[config.mk]
export PLATFORM = sky130hd
export DESIGN_NAME = rr_arbiter_mux_flat
export DESIGN_NICKNAME = d
export VERILOG_FILES = /design/src/rtl/rr_mux_pkg.sv /design/src/rtl/rr_arbiter_mux_if.sv /design/src/rtl/rr_arbiter_mux_priority_pick.sv /design/src/rtl/rr_arbiter_mux.sv /design/src/flat_wrapper.sv
export SDC_FILE = /design/constraint.sdc
export NUM_CORES = 1
export LEC_CHECK = 0
export CORE_MARGIN = 10
export CORE_UTILIZATION = 41
export DETAILED_ROUTE_END_ITERATION = 6
export PLACE_DENSITY = 0.84
export SYNTH_ARGS = -nofsm -noshare
export SYNTH_HDL_FRONTEND = slang
export SYNTH_SLANG_ARGS = --single-unit
[constraint.sdc]
create_clock -name clk -period 3.1 [get_ports clk]
set_input_delay 0.31 -clock clk [delete_from_list [all_inputs] [get_ports clk]]
set_output_delay 0.31 -clock clk [all_outputs]
set_load 0.01 [all_outputs]
[src/rtl/rr_mux_pkg.sv]
// Shared constants and types for the round-robin arbiter mux.
// The lock FSM state type is used only when RRMUX_LOCK_EN is defined.
package rr_mux_pkg;
  localparam int DEF_WIDTH    = 8;
  localparam int DEF_CHANNELS = 4;

  localparam logic MODE_RR    = 1'b0;
  localparam logic MODE_FIXED = 1'b1;

  typedef enum logic {
    LOCK_IDLE = 1'b0,
    LOCK_HELD = 1'b1
  } lock_state_e;
endpackage

[src/rtl/rr_arbiter_mux_if.sv]
// Handshake bundle between producers/consumer and rr_arbiter_mux.
// in_last exists only when RRMUX_LOCK_EN is defined.
interface rr_arbiter_mux_if
  import rr_mux_pkg::*;
#(
  parameter int WIDTH    = DEF_WIDTH,
  parameter int CHANNELS = DEF_CHANNELS
);
  localparam int SEL_W = $clog2(CHANNELS);

  logic                         mode;
  logic [CHANNELS*WIDTH-1:0]    in_data;
  logic [CHANNELS-1:0]          in_valid;
  logic [CHANNELS-1:0]          in_ready;
  logic [WIDTH-1:0]             out_data;
  logic [SEL_W-1:0]             out_sel;
  logic                         out_valid;
  logic                         out_ready;
`ifdef RRMUX_LOCK_EN
  logic [CHANNELS-1:0]          in_last;

  modport master (output mode, in_data, in_valid, in_last, out_ready,
                  input  in_ready, out_data, out_sel, out_valid);
  modport slave  (input  mode, in_data, in_valid, in_last, out_ready,
                  output in_ready, out_data, out_sel, out_valid);
`else
  modport master (output mode, in_data, in_valid, out_ready,
                  input  in_ready, out_data, out_sel, out_valid);
  modport slave  (input  mode, in_data, in_valid, out_ready,
                  output in_ready, out_data, out_sel, out_valid);
`endif
endinterface

[src/rtl/rr_arbiter_mux_priority_pick.sv]
// Rotating priority encoder: first request at or above i_start (mod N),
// or the lowest request when i_fixed is set.
module rr_priority_pick #(
  parameter int N  = 4,
  parameter int SW = $clog2(N)
) (
  input  logic [N-1:0]  i_req,
  input  logic [SW-1:0] i_start,
  input  logic          i_fixed,
  output logic [N-1:0]  o_gnt,
  output logic [SW-1:0] o_idx,
  output logic          o_any
);
  int w_cand;

  // Walk from farthest to nearest so the nearest requester is written last.
  always_comb begin
    o_any  = 1'b0;
    o_idx  = '0;
    o_gnt  = '0;
    w_cand = 0;
    for (int k = N - 1; k >= 0; k--) begin
      w_cand = k + (i_fixed ? 0 : int'(i_start));
      if (w_cand >= N) w_cand = w_cand - N;
      if (i_req[SW'(w_cand)]) begin
        o_any = 1'b1;
        o_idx = SW'(w_cand);
      end
    end
    if (o_any) o_gnt[o_idx] = 1'b1;
  end
endmodule

[src/rtl/rr_arbiter_mux.sv]
// N-channel handshaked arbiter with a one-entry registered output stage.
// Define RRMUX_LOCK_EN to add in_last and packet locking.
module rr_arbiter_mux
  import rr_mux_pkg::*;
#(
  parameter int WIDTH    = DEF_WIDTH,
  parameter int CHANNELS = DEF_CHANNELS
) (
  input  logic          clk,
  input  logic          reset,
  rr_arbiter_mux_if.slave bus
);
  localparam int SEL_W = $clog2(CHANNELS);

  logic [CHANNELS-1:0] w_req;
  logic [CHANNELS-1:0] w_gnt;
  logic [SEL_W-1:0]    w_idx;
  logic                w_any;
  logic                w_free;
  logic                w_xfer;
  logic                w_last;

  logic [WIDTH-1:0]    r_data;
  logic [SEL_W-1:0]    r_sel;
  logic                r_valid;
  logic [SEL_W-1:0]    r_ptr;

  assign w_free = !r_valid || bus.out_ready;

`ifdef RRMUX_LOCK_EN
  lock_state_e         r_lock, w_lock_nxt;
  logic [SEL_W-1:0]    r_lock_ch, w_lock_ch_nxt;

  // While a packet is open only its channel may be granted.
  assign w_req  = (r_lock == LOCK_HELD) ?
                  (bus.in_valid & (CHANNELS'(1) << r_lock_ch)) : bus.in_valid;
  assign w_last = bus.in_last[w_idx];

  always_ff @(posedge clk or posedge reset) begin
    if (reset) begin
      r_lock    <= LOCK_IDLE;
      r_lock_ch <= '0;
    end else begin
      r_lock    <= w_lock_nxt;
      r_lock_ch <= w_lock_ch_nxt;
    end
  end

  always_comb begin
    w_lock_nxt    = r_lock;
    w_lock_ch_nxt = r_lock_ch;
    case (r_lock)
      LOCK_IDLE: if (w_xfer && !w_last) begin
        w_lock_nxt    = LOCK_HELD;
        w_lock_ch_nxt = w_idx;
      end
      LOCK_HELD: if (w_xfer && w_last) w_lock_nxt = LOCK_IDLE;
      default:   w_lock_nxt = LOCK_IDLE;
    endcase
  end
`else
  assign w_req  = bus.in_valid;
  assign w_last = 1'b1;
`endif

  rr_priority_pick #(.N(CHANNELS), .SW(SEL_W)) u_pick (
    .i_req   (w_req),
    .i_start (r_ptr),
    .i_fixed (bus.mode == MODE_FIXED),
    .o_gnt   (w_gnt),
    .o_idx   (w_idx),
    .o_any   (w_any)
  );

  assign w_xfer       = w_free && w_any;
  assign bus.in_ready = w_free ? w_gnt : '0;

  always_ff @(posedge clk or posedge reset) begin
    if (reset) begin
      r_data  <= '0;
      r_sel   <= '0;
      r_valid <= 1'b0;
    end else if (w_xfer) begin
      r_data  <= bus.in_data[int'(w_idx)*WIDTH +: WIDTH];
      r_sel   <= w_idx;
      r_valid <= 1'b1;
    end else if (bus.out_ready) begin
      r_valid <= 1'b0;
    end
  end

  // Pointer moves past the winner only when its packet completes.
  always_ff @(posedge clk or posedge reset) begin
    if (reset)
      r_ptr <= '0;
    else if (w_xfer && bus.mode == MODE_RR && w_last)
      r_ptr <= (w_idx == SEL_W'(CHANNELS - 1)) ? '0 : w_idx + SEL_W'(1);
  end

  assign bus.out_data  = r_data;
  assign bus.out_sel   = r_sel;
  assign bus.out_valid = r_valid;
endmodule

[src/flat_wrapper.sv]
// flat-port wrapper written by rule: the top's interface ports become plain ports
module rr_arbiter_mux_flat import rr_mux_pkg::*;
#(
  parameter int WIDTH    = DEF_WIDTH,
  parameter int CHANNELS = DEF_CHANNELS
)
  (clk, reset, bus_mode, bus_in_data, bus_in_valid, bus_out_ready, bus_in_ready, bus_out_data, bus_out_sel, bus_out_valid);
  rr_arbiter_mux_if #(.WIDTH(WIDTH), .CHANNELS(CHANNELS)) bus_i ();
  input  logic clk;
  input  logic reset;
  input wire logic [$bits(bus_i.mode)-1:0] bus_mode;
  input wire logic [$bits(bus_i.in_data)-1:0] bus_in_data;
  input wire logic [$bits(bus_i.in_valid)-1:0] bus_in_valid;
  input wire logic [$bits(bus_i.out_ready)-1:0] bus_out_ready;
  output wire logic [$bits(bus_i.in_ready)-1:0] bus_in_ready;
  output wire logic [$bits(bus_i.out_data)-1:0] bus_out_data;
  output wire logic [$bits(bus_i.out_sel)-1:0] bus_out_sel;
  output wire logic [$bits(bus_i.out_valid)-1:0] bus_out_valid;
  assign bus_i.mode = bus_mode;
  assign bus_i.in_data = bus_in_data;
  assign bus_i.in_valid = bus_in_valid;
  assign bus_i.out_ready = bus_out_ready;
  assign bus_in_ready = bus_i.in_ready;
  assign bus_out_data = bus_i.out_data;
  assign bus_out_sel = bus_i.out_sel;
  assign bus_out_valid = bus_i.out_valid;
  rr_arbiter_mux #(.WIDTH(WIDTH), .CHANNELS(CHANNELS)) u_core (.clk(clk), .reset(reset), .bus(bus_i));
endmodule
Word-level counts from Yosys, hierarchy flattened

Index checks and enable logic that the tools add are counted.
Widths: inputs -> output; s select.

Register bits: 13
Bits in latches: 0
RAM bits: 0
Bits in read-only memories: 0
Input port bits: 40
Output and inout port bits: 15
Logic and storage cells: 63
Memories: 0

Add/subtract/negate cells: 8
$mul: 0
Divide/modulo/power cells: 0
$lt $le $gt $ge: 10
Equality and inequality tests: 1
Shift operators: 1
Multiplexer cells: 32
Bitwise operators: 1
Reductions and logical operators: 6

Operators by type and width:

| cell                | number |
|---|---|
| $ge 32x4->1 const B | 1 |
| $shiftx 32x6->8     | 1 |
| $mux 2              | 10 |
| $lt 2x4->1 const B  | 4 |
| $mux 1              | 15 |
| $ge 3x3->1 const B  | 3 |
| $bmux 1 s2          | 4 |
| $mux 4              | 2 |
| $sub 2x1->2 const B | 4 |
| $add 2x2->3 const A | 2 |
| $add 1x2->3 const A | 1 |
| $logic_and 1x1->1   | 3 |
| $lt 2x3->1 const B  | 1 |
| $add 2x1->2 const B | 1 |
| $demux 1 s2         | 1 |
| $eq 2x2->1 const B  | 1 |
| $ge 2x1->1 const B  | 1 |
| $reduce_bool 2->1   | 1 |
| $logic_not 1->1     | 1 |
| $logic_or 1x1->1    | 1 |
| $not 1->1           | 1 |

Logic depth before layout (Yosys ltp)

Gate-level depths: netlist of run 1.

Depth in word-level cells: 17
Depth in mapped cells: 9

Cells and area by module

A second synthesis of run 1 with hierarchy kept.

Cells, all modules: 87
Area, all modules: 1029.7 µm²

By module, submodules not included:

| module           | times used | cells each | area an instance (µm²) | seq. area each (µm²) |
|---|---|---|---|---|
| rr_arbiter_mux   | 1          | 46         | 728.2                  | 325.3 |
| rr_priority_pick | 1          | 41         | 301.5                  | 0.0 |

Worst setup path after synthesis of run 1

No wires, ideal clock.

Kind: register -> output
From: register u_core.r_ptr[1]
To: output port bus_in_ready[3]
Arrival time: 1800 ps
Path slack: 990 ps
Stages on the path, launching flop included: 10
Cell sequence: dfrtp_1 > buf_4 > mux2_2 > nand2_1 > a221o_2 > and2_4 > buf_6 > inv_1 > ha_1 > and2_1

Word-level cells in the longest chain between the ends: 17

RTL lines:

| element                                                        | RTL line                           | source |
|---|---|---|
| start, declared                                                | rr_arbiter_mux.sv:26               | `logic [SEL_W-1:0] r_ptr;` |
| start signal, assigned                                         | rr_arbiter_mux.sv:97               | `r_ptr <= (w_idx == SEL_W'(CHANNELS - 1)) ? '0 : w_idx + SEL_W'(1);` |
| $mux 2 (*)                                                     | rr_arbiter_mux_priority_pick.sv:23 | `w_cand = k + (i_fixed ? 0 : int'(i_start));` |
| $add 2x2->3                                                    | rr_arbiter_mux_priority_pick.sv:23 |  |
| $ge 3x3->1 or $sub 2x1->2 (tied branches)                      | rr_arbiter_mux_priority_pick.sv:24 | `if (w_cand >= N) w_cand = w_cand - N;` |
| $mux 2                                                         | rr_arbiter_mux_priority_pick.sv:24 |  |
| $bmux 1 s2                                                     | rr_arbiter_mux_priority_pick.sv:25 | `if (i_req[SW'(w_cand)]) begin` |
| $mux 1 (not written as such) (2 in a row)                      | rr_arbiter_mux_priority_pick.sv:25 |  |
| $mux 2 (4 in a row)                                            | rr_arbiter_mux_priority_pick.sv:25 |  |
| $lt 2x3->1 (not written as such) or $ge 2x1->1 (tied branches) | rr_arbiter_mux_priority_pick.sv:30 | `if (o_any) o_gnt[o_idx] = 1'b1;` |
| $logic_and 1x1->1 (not written as such)                        | rr_arbiter_mux_priority_pick.sv:30 |  |
| $mux 1 (not written as such)                                   | rr_arbiter_mux_priority_pick.sv:30 |  |
| $demux 1 s2                                                    | rr_arbiter_mux_priority_pick.sv:30 |  |
| $mux 4 (*)                                                     | rr_arbiter_mux_priority_pick.sv:30 |  |
| $mux 4 (*)                                                     | rr_arbiter_mux.sv:76               | `assign bus.in_ready = w_free ? w_gnt : '0;` |
| end, declared                                                  | flat_wrapper.sv:15                 | `output wire logic [$bits(bus_i.in_ready)-1:0] bus_in_ready;` |

Mark *: on every way between the ends. The rest lies on a longest branch, timed or not. The select of a mux whose other input is x is not followed.

Final worst setup path of run 1

From: input port bus_mode
To: output port bus_in_ready[3]

Word-level cells in the longest chain between the ends: 17

RTL lines:

| element                                                        | RTL line                           | source |
|---|---|---|
| start, declared                                                | flat_wrapper.sv:11                 | `input wire logic [$bits(bus_i.mode)-1:0] bus_mode;` |
| $mux 2 (*)                                                     | rr_arbiter_mux_priority_pick.sv:23 |  |
| $add 2x2->3                                                    | rr_arbiter_mux_priority_pick.sv:23 |  |
| $ge 3x3->1 or $sub 2x1->2 (tied branches)                      | rr_arbiter_mux_priority_pick.sv:24 |  |
| $mux 2                                                         | rr_arbiter_mux_priority_pick.sv:24 |  |
| $bmux 1 s2                                                     | rr_arbiter_mux_priority_pick.sv:25 |  |
| $mux 1 (not written as such) (2 in a row)                      | rr_arbiter_mux_priority_pick.sv:25 |  |
| $mux 2 (4 in a row)                                            | rr_arbiter_mux_priority_pick.sv:25 |  |
| $lt 2x3->1 (not written as such) or $ge 2x1->1 (tied branches) | rr_arbiter_mux_priority_pick.sv:30 |  |
| $logic_and 1x1->1 (not written as such)                        | rr_arbiter_mux_priority_pick.sv:30 |  |
| $mux 1 (not written as such)                                   | rr_arbiter_mux_priority_pick.sv:30 |  |
| $demux 1 s2                                                    | rr_arbiter_mux_priority_pick.sv:30 |  |
| $mux 4 (*)                                                     | rr_arbiter_mux_priority_pick.sv:30 |  |
| $mux 4 (*)                                                     | rr_arbiter_mux.sv:76               |  |

Marked as above.

==> results of run 1 <==
worst reg2reg max path, cell delays in order, from the launching register on:
cell      delay [ps]
dfrtp_1          500
nor2b_4          250
a32oi_2          150
a221o_2          400
and2_4           150
buf_4            210
mux2i_1          170
a211oi_1         280
layout make-up:
cell class                      count  area (sq um)  area share, %
Clock buffer                        4          26.3           1.65
Inverter                            7          26.3           1.65
Multi-Input combinational cell     83           597           37.6
Sequential cell                    13           325           20.5
Tap cell                           28          35.0           2.21
Timing Repair Buffer               59           578           36.4
Yosys cell counts:
master,instances,area [sq um]
a21oi_1,5,25.0
o22a_1,1,8.76
nand2_1,8,30.0
o221a_2,1,11.3
a221o_2,1,11.3
a21boi_0,7,52.6
nor4_1,1,6.26
and2_1,2,12.5
a211oi_1,12,90.1
and2b_1,1,7.51
a21o_1,1,7.51
nand3_1,1,5.00
ha_1,1,12.5
o22ai_1,1,6.26
mux2i_1,10,100
nor2b_4,1,13.8
a32oi_2,1,16.3
buf_4,1,7.51
nand3b_1,1,7.51
o21a_1,2,15.0
buf_6,3,33.8
nor2b_1,1,6.26
inv_1,7,26.3
buf_2,2,10.0
o21bai_1,1,7.51
a31oi_2,1,12.5
nor2_1,11,41.3
o221ai_1,2,17.5
o211ai_1,2,15.0
buf_1,1,3.75
dfrtp_1,13,325
and2_4,1,8.76
o21ai_0,3,15.0
mux2_2,3,33.8
state kept, by name, summed over array words and instances, names as in the netlist:
signal	flops
u_core.bus.out_data	8
u_core.bus.out_sel	2
u_core.r_ptr	2
u_core.bus.out_valid	1
worst paths after layout:
kind                                   startpoint                      to  slack [ps]  cells after the start
setup / recovery                         bus_mode         bus_in_ready[3]         130                      9
hold / removal                              reset  u_core.bus.out_data[2]         350                      2
setup reg to reg                  u_core.r_ptr[0]  u_core.bus.out_data[6]         880                      7
hold reg to reg            u_core.bus.out_data[2]  u_core.bus.out_data[2]         490                      2
max in group asynchronous                   reset    u_core.bus.out_valid        2420                      2
min in group clk           u_core.bus.out_data[2]  u_core.bus.out_data[2]         490                      2
cell families (layout without fill, tap and decap cells):
group	Yosys count	in the layout
compound gates	41	41
mux	13	13
buf+inv	14	70
flops	13	13
fa+ha+maj	1	1
simple gates	28	28
power groups by stage:
stage | Clock (W) | Sequential (W) | Combinational, W
final | 0.000103 | 0.000308 | 0.000609
after global placement | 0 | 0.000305 | 0.000601
after global routing | 0.000114 | 0.000317 | 0.000665
after detailed placement | 0 | 0.000309 | 0.000613
after floorplan | 0 | 0.000306 | 0.000364
after CTS | 0.000110 | 0.000305 | 0.000616
stage by stage:
step	total power [W]	setup WS (ps)	cell area, sq um	instances
2_1_floorplan	0.000670	990	1000	110
3_3_place_gp	0.000906	184	1560	190
3_5_place_dp	0.000922	138	1560	190
4_1_cts	0.00103	134	1590	194
5_1_grt	0.00110	15.6	1590	194
6_report	0.00102	128	1590	194
routing by layer:
| layer | GRT usage, % | up-vias | routed length [um] |
|---|---|---|---|
| li1 | - | 519 | - |
| met1 | 14.4 | 507 | 1360 |
| met2 | 25.4 | 30 | 1830 |
| met3 | 4.42 | 4 | 151 |
| met4 | 2.66 | 0 | 29 |
| met5 | 0 | - | 0 |
cell usage in the layout (no fill, tap or decap), drive strengths merged, types with 3 or more instances in the layout:
master	netlist	final
a21oi	5	5
nor2	11	11
mux2i	10	10
inv	7	7
o21ai	3	3
clkdlybuf4s50	0	54
and2	3	3
a211oi	12	12
a21boi	7	7
clkbuf	0	4
buf	7	5
nand2	8	8
dfrtp	13	13
mux2	3	3
==> results.py, run 1 <==
metrics = {
    "critical_path": {
        "crit_buf_inv": 3,
        "crit_type": "in2out",
        "crit_path_end_kind": "primary output",
        "start_kind": "input pin",
        "cpMostUsedCell": "clkdlybuf4s50_1",
        "path_cells": "clkdlybuf4s50_1 -> nor2b_4 -> a32oi_2 -> a221o_2 -> and2_4 -> inv_1 -> ha_1 -> and2_1 -> clkdlybuf4s50_1",
        "critPathArrivalTime_ps": 2660,
        "critPathTopFamily": "buffers and inverters",
        "cp_slowest_stage_delay_ps": 550,
        "cp.required_ps": 2790,
        "crit_slowest_cell": "clkdlybuf4s50_1",
        "path_max_fanout": 7,
    },
    "cts": {
        "clock_latency_ps": 270,
        "numCtsBuffers": 3,
        "postCtsSetupRepairBufs": 0,
        "cts_buffer_depth": 2,
        "ctsHtreeMaxLevel": 1,
        "cts_tree": "built",
        "cts.sinks": 13,
        "holdBufCountCts": 0,
        "cts_root_buf": "clkbuf_4",
        "clk_pin_slew_worst_paths_ps": 70,
        "ctsResizeCount": 0,
    },
    "die": {
        "die_h_um": 69.5,
        "die_w_um": 69.5,
        "coreArea_sq_um": 2280,
        "start_util_pct": 44.1,
        "rows": 17,
        "die-area_sq_um": 4830,
        "io-pin-count": 55,
    },
    "logic_synthesis": {
        "yosys.area_share.adder_pct": 1.25,
        "syn_nets": 151,
        "avgSynthCellArea_sq_um": 9.12,
        "ys_types": 34,
        "muxShareOfSynthArea_pct": 13.3,
        "ys_ff_latch": 13,
        "syn_inst": 110,
        "netlist_area_sq_um": 1000,
        "synth_top_family_by_area": "compound AO/OA/AOI/OAI gates",
        "synth-xor-area-share_pct": 0,
        "yosys.area_share.simple_pct": 13.8,
        "ys_warn_count": 0,
        "synth_compound_area_share_pct": 31.0,
        "synth_seq_area_share_pct": 32.4,
    },
    "timing": {
        "rsz0062_at_grt": "false",
        "final_max_slew_viol_count": 0,
        "hold_viol": 0,
        "slew-limit-headroom_pct": 58.1,
        "worst_hold_slack_ps": 349,
        "fin_skew_ps": 1.67,
        "post-route-period-util_pct": 95.9,
        "fmax_mhz": 336,
        "max_slew.worst_pin.slew_ps": 623,
        "setup_tns_ps": 0,
        "setup_viol": 0,
        "min_period_ps": 2970,
    },
    "power_and_ir_drop": {
        "swShare_pct": 38.5,
        "vdd_ir_drop_max_mv": 0.530,
        "p_seq_share_pct": 30.2,
        "power.leakage_nw": 0.665,
        "p_per_area_nw_per_um2": 642,
        "p_int_w": 0.000627,
        "clkPwrFrac_pct": 10.1,
        "pwr-share-comb_pct": 59.7,
        "switchingPower_w": 0.000393,
    },
    "finish": {
        "antenna_cells": 0,
        "drive_gt1_share_pct": 10.2,
        "fin_nets": 208,
        "utilization_pct": 69.8,
        "fillers": 188,
        "syn2layout_area_growth_pct": 58.2,
    },
    "global_routing": {
        "grt_pass1_vias": 1117,
        "grt.total_usage_pct": 13.6,
        "overflow": 0,
        "grt_pass1_wl_um": 5560,
        "antenna_found_initial": 0,
        "grt_max_degree": 19,
    },
    "placement": {
        "hpwl_um": 2770,
        "place_congestion": 0.898,
        "port_buffers": 54,
    },
    "route": {
        "dr.pass1.iters": 4,
        "routedWlPerCell_um": 17.4,
        "vias_per_cell": 5.46,
        "ant_nets": 0,
        "vias": 1060,
        "wl_um": 3370,
        "drt_iter0_drc": 47,
        "drc": 0,
    },
    "status": {
        "status": "complete, no violations",
    },
    "job": {
        "cap_violations": 0,
    },
    "worst_hold_path": {
        "hold_class": "in2async",
    },
}
Power figures use the tool's default switching activity.
==> run 2, diff against run 1 <==
- PLACE_DENSITY: 0.84 -> 0.93
==> results.py, run 2 (synthesized netlist as in run 1, its figures left out) <==
metrics = {
    "status": {
        "status": "complete, no violations",
    },
    "placement": {
        "dp.cells": 189,
        "place_congestion": 0.962,
        "port_buffers": 54,
        "hpwl_um": 2710,
    },
    "job": {
        "cap_violations": 0,
    },
    "timing": {
        "max_slew.worst_pin.slew_ps": 514,
        "setup_viol": 0,
        "fmax_mhz": 340,
        "final_max_slew_viol_count": 0,
        "slew-limit-headroom_pct": 65.7,
        "post-route-period-util_pct": 94.8,
        "setup_tns_ps": 0,
        "fin_skew_ps": 3.43,
        "min_period_ps": 2940,
        "hold_viol": 0,
        "rsz0062_at_grt": "false",
    },
    "cts": {
        "cts.sinks": 13,
        "holdBufCountCts": 0,
        "ctsHtreeMaxLevel": 1,
        "clock_latency_ps": 270,
        "cts_root_buf": "clkbuf_4",
        "cts_buffer_depth": 2,
        "clk_pin_slew_worst_paths_ps": 80,
        "numCtsBuffers": 3,
        "cts_tree": "built",
    },
    "power_and_ir_drop": {
        "p_per_area_nw_per_um2": 633,
        "vdd_ir_drop_max_mv": 0.574,
        "power.leakage_nw": 0.688,
    },
    "critical_path": {
        "start_kind": "register",
        "path_max_fanout": 10,
        "crit_slowest_cell": "clkdlybuf4s50_1",
        "crit_type": "reg2out",
        "cp_slowest_stage_delay_ps": 540,
        "crit_path_end_kind": "primary output",
        "critPathTopFamily": "buffers and inverters",
        "cp.required_ps": 2790,
        "critPathArrivalTime_ps": 2630,
        "crit_buf_inv": 2,
        "path_cells": "nor2b_4 -> a32oi_2 -> a221o_2 -> and2_4 -> inv_1 -> ha_1 -> and2_1 -> clkdlybuf4s50_1",
    },
    "route": {
        "drt_iter0_drc": 64,
        "vias": 1045,
        "vias_per_cell": 5.41,
        "routedWlPerCell_um": 17.3,
        "ant_nets": 0,
        "drc": 0,
        "dr.pass1.iters": 4,
        "wl_um": 3340,
    },
    "die": {
        "start_util_pct": 44.1,
        "die-area_sq_um": 4830,
        "coreArea_sq_um": 2280,
        "io-pin-count": 55,
        "die_h_um": 69.5,
        "die_w_um": 69.5,
        "rows": 17,
    },
    "finish": {
        "syn2layout_area_growth_pct": 58.4,
        "layout_common_cells": "clkdlybuf4s50_1, a211oi_1, dfrtp_1, nor2_1, mux2i_1",
        "largest_reg_flops": 8,
        "fin_nets": 207,
        "antenna_cells": 0,
        "drive_gt1_share_pct": 10.3,
        "layout_commonest_cell": "clkdlybuf4s50_1",
        "final_cells": 193,
    },
    "global_routing": {
        "antenna_found_initial": 0,
        "grt_max_degree": 19,
        "grt_pass1_wl_um": 5310,
        "overflow": 0,
        "grt.total_usage_pct": 12.9,
        "grt_pass1_vias": 1054,
    },
    "worst_hold_path": {
        "hold_class": "in2async",
    },
}
==> run 2: changes by cell type in the layout (fill, tap and decap cells not counted), sizes merged <==
cell           change
dlymetal6s2s       +3
buf                -1
clkdlybuf4s50      -3
==> run 2: path summary, 6_finish.rpt <==
kind | startpoint | slack [ps] | end | cells after the start
worst max-delay path | u_core.r_ptr[0] | 160 | bus_in_ready[3] | 8
worst min-delay path | reset | 360 | u_core.bus.out_sel[1] | 2
worst max register to register | u_core.r_ptr[0] | 930 | u_core.bus.out_data[3] | 7
worst min register to register | u_core.bus.out_sel[0] | 490 | u_core.bus.out_sel[0] | 2
max in group asynchronous | reset | 2370 | u_core.r_ptr[0] | 2
min in group clk | u_core.bus.out_sel[0] | 490 | u_core.bus.out_sel[0] | 2
==> run 2: report_power, final <==
group          switching [W]  internal [W]  leakage (nW)
Combinational       0.000267      0.000331         0.527
Sequential         0.0000648      0.000242         0.146
Clock              0.0000521     0.0000499        0.0150
Total               0.000384      0.000623         0.688
==> run 2: routing by layer <==
metal	share of wire, %	vias to the layer above	wire, um	global-route usage, %
met5	0	-	0	0
met1	43	479	1430	15.7
met2	48	51	1590	21.4
li1	-	515	-	-
met4	0	0	0	0.665
met3	9.5	0	318	5.28
==> run 2: timing repair <==
| item | 4_1_cts | 5_1_grt |
|---|---|---|
| buffers inserted | 0 | 0 |
| setup endpoints to repair | 0 | 1 |
| gates resized for setup | 0 | 4 |
==> run 2: layout make-up <==
type | count | area, sq um
fill | 171 | 687
multi-input combinational | 83 | 597
timing repair buffer | 58 | 578
sequential | 13 | 327
tap | 28 | 35.0
clock buffer | 4 | 26.3
inverter | 7 | 26.3
==> run 2: through the flow <==
stage | hold slack (ps) | power (W) | setup slack [ps] | area [sq um] | utilization (%)
detailed placement | 479 | 0.000908 | 44.6 | 1550 | 68.3
floorplan | 187 | 0.000670 | 990 | 1000 | -
global route | 380 | 0.00107 | 44.9 | 1590 | 69.8
finish | 359 | 0.00101 | 163 | 1590 | 69.8
CTS | 361 | 0.00102 | 45.2 | 1580 | 69.4
global placement | 465 | 0.000886 | 109 | 1550 | 68.3
==> run 3, diff against run 2 <==
- ABC_AREA: not set -> 1
- CORE_ASPECT_RATIO: not set -> 1.5
- CORE_UTILIZATION: 41 -> 42
- CTS_BUF_LIST: not set -> sky130_fd_sc_hd__clkbuf_16
==> results.py, run 3 <==
metrics = {
    "route": {
        "wl_um": 3560,
        "ant_nets": 0,
        "dr.pass1.iters": 4,
        "drc": 0,
        "routedWlPerCell_um": 13.5,
        "vias_per_cell": 4.92,
        "vias": 1299,
        "drt_iter0_drc": 62,
    },
    "logic_synthesis": {
        "netlist_area_sq_um": 1090,
        "synth_seq_area_share_pct": 29.7,
        "avgSynthCellArea_sq_um": 6.08,
        "ys_types": 19,
        "ys_warn_count": 0,
        "syn_nets": 221,
        "yosysMostFrequentCell": "nand2_1",
        "synth_top_area_cell": "dfrtp_1",
        "ys_ff_latch": 13,
        "synth-edff-count": 0,
        "synth_area_leaders": "dfrtp_1, nand2_1, nand3_1",
        "synthTopCellsByCount": "nand2_1, inv_1, nand3_1, dfrtp_1, nor2_1",
        "ys_async_sr_fraction_pct": 100,
        "syn_inst": 180,
        "synth_top_area_share_pct": 29.7,
        "synth_flop_cell": "dfrtp_1",
    },
    "power_and_ir_drop": {
        "vdd_ir_drop_max_mv": 0.407,
        "clkPwrFrac_pct": 18.1,
        "p_per_area_nw_per_um2": 746,
        "p_int_w": 0.000774,
        "swShare_pct": 41.0,
        "p_seq_share_pct": 22.5,
        "power.leakage_nw": 0.925,
        "power.total_w": 0.00131,
        "switchingPower_w": 0.000538,
        "pwr-share-comb_pct": 59.4,
    },
    "timing": {
        "fmax_mhz": 345,
        "slew-limit-headroom_pct": 67.2,
        "setup_tns_ps": 0,
        "rsz0062_at_grt": "false",
        "setup_viol": 0,
        "max_slew.worst_pin.slew_ps": 492,
        "min_period_ps": 2900,
        "hold_viol": 0,
        "final_max_slew_viol_count": 0,
        "fin_skew_ps": 4.30,
        "post-route-period-util_pct": 93.5,
    },
    "finish": {
        "final_cell_area_sq_um": 1760,
        "fin_nets": 282,
        "syn2layout_area_growth_pct": 60.6,
        "layout_common_cells": "nand2_1, clkdlybuf4s50_1, inv_1, nand3_1, dfrtp_1",
        "layout_commonest_cell": "nand2_1",
        "drive_gt1_share_pct": 9.17,
        "antenna_cells": 0,
        "largest_reg_flops": 8,
    },
    "critical_path": {
        "critPathArrivalTime_ps": 2590,
        "crit_type": "in2out",
        "crit_path_end_kind": "primary output",
        "start_kind": "input pin",
        "cp.required_ps": 2790,
        "path_max_fanout": 9,
    },
    "cts": {
        "ctsHtreeMaxLevel": 1,
        "cts_tree": "built",
        "cts_root_buf": "clkbuf_16",
        "cts.sinks": 13,
        "holdBufCountCts": 0,
        "clock_latency_ps": 240,
        "cts_buffer_depth": 2,
        "clk_pin_slew_worst_paths_ps": 50,
        "numCtsBuffers": 3,
    },
    "placement": {
        "port_buffers": 54,
        "place_area_sq_um": 1650,
        "hpwl_um": 2940,
        "place_congestion": 0.845,
    },
    "die": {
        "die-area_sq_um": 5090,
        "die_w_um": 61.7,
        "coreArea_sq_um": 2480,
        "start_util_pct": 44.2,
        "rows": 22,
        "io-pin-count": 55,
        "die_h_um": 82.5,
    },
    "job": {
        "cap_violations": 0,
    },
    "global_routing": {
        "grt_pass1_vias": 1399,
        "antenna_found_initial": 0,
        "grt_pass1_wl_um": 5700,
        "grt_max_degree": 19,
        "grt.total_usage_pct": 14.4,
        "overflow": 0,
    },
    "status": {
        "status": "complete, no violations",
    },
    "worst_hold_path": {
        "hold_class": "in2async",
    },
}
run 3: changes by cell type after synthesis, sizes merged, moves of 7 or more:
cell and delta:
nand2 +65, mux2i -10, inv +28, a21boi -7, nand3 +29, a211oi -12
run 3: worst paths after layout:
kind                                   startpoint                endpoint  slack (ps)  depth (start not counted)
max                                      bus_mode         bus_in_ready[3]         200                         14
min                                         reset  u_core.bus.out_data[1]         390                          2
max reg2reg                       u_core.r_ptr[0]  u_core.bus.out_data[2]        1100                         13
min reg2reg                u_core.bus.out_data[3]  u_core.bus.out_data[3]         490                          2
max in group asynchronous                   reset  u_core.bus.out_data[3]        2370                          2
min in group clk           u_core.bus.out_data[3]  u_core.bus.out_data[3]         490                          2
run 3: power by group through the flow:
stage	registers, W	logic (W)	clock network, W
after detailed placement	0.000295	0.000746	0
after floorplan	0.000320	0.000413	0
after global routing	0.000302	0.000864	0.000246
after global placement	0.000288	0.000729	0
final	0.000295	0.000780	0.000237
after CTS	0.000294	0.000753	0.000241
run 3: metal layers:
| layer | part of all wire (%) | wire (um) | track usage (%) |
|---|---|---|---|
| met1 | 37 | 1310 | 13.4 |
| met2 | 53 | 1910 | 27.0 |
| met3 | 6.3 | 226 | 3.36 |
| met4 | 3.3 | 116 | 8.97 |
| met5 | 0 | 0 | 0 |
run 3: logic make-up (layout without fill, tap and decap cells):
logic type / after synthesis / in the layout / share of synthesized area, %
simple gates: 122 / 122 / 50.6
buf+inv: 38 / 98 / 15.1
flops: 13 / 13 / 29.7
compound gates: 6 / 6 / 3.43
fa+ha+maj: 1 / 1 / 1.14
run 3: final cells by class:
class / count / area (sq um)
clock buffer: 3 / 75.1
fill: 193 / 719
inverter: 35 / 131
sequential: 13 / 325
multi-input combinational: 129 / 614
tap: 24 / 30.0
timing repair buffer: 59 / 578
clock inverter: 1 / 3.75
run 3: through the flow:
stage               hold WS, ps  utilization [%]  setup WS [ps]  instances
floorplan                   187                -           1150        180
global placement            466             66.8            229        258
detailed placement          472             66.8            184        258
CTS                         415             69.9            183        262
global route                474             71.0           27.6        264
finish                      394             71.0            202        264
run 3: critical path, cell delays in order:
cell             delay (ps)
clkdlybuf4s50_1         500
inv_2                   130
nand2_2                  90
nand2_1                  80
nand3_1                 100
nand2_1                 100
nand3_2                  90
nand2_1                  90
nand2_2                 110
nand2_4                 150
ha_1                    150
inv_1                    30
nor2_1                  100
clkdlybuf4s50_1         540
run 3: repair_timing:
item                       CTS  global route
setup endpoints to repair    0             2
resized for setup            0             3
hold endpoints to repair     0             0
setup buffers                0             2
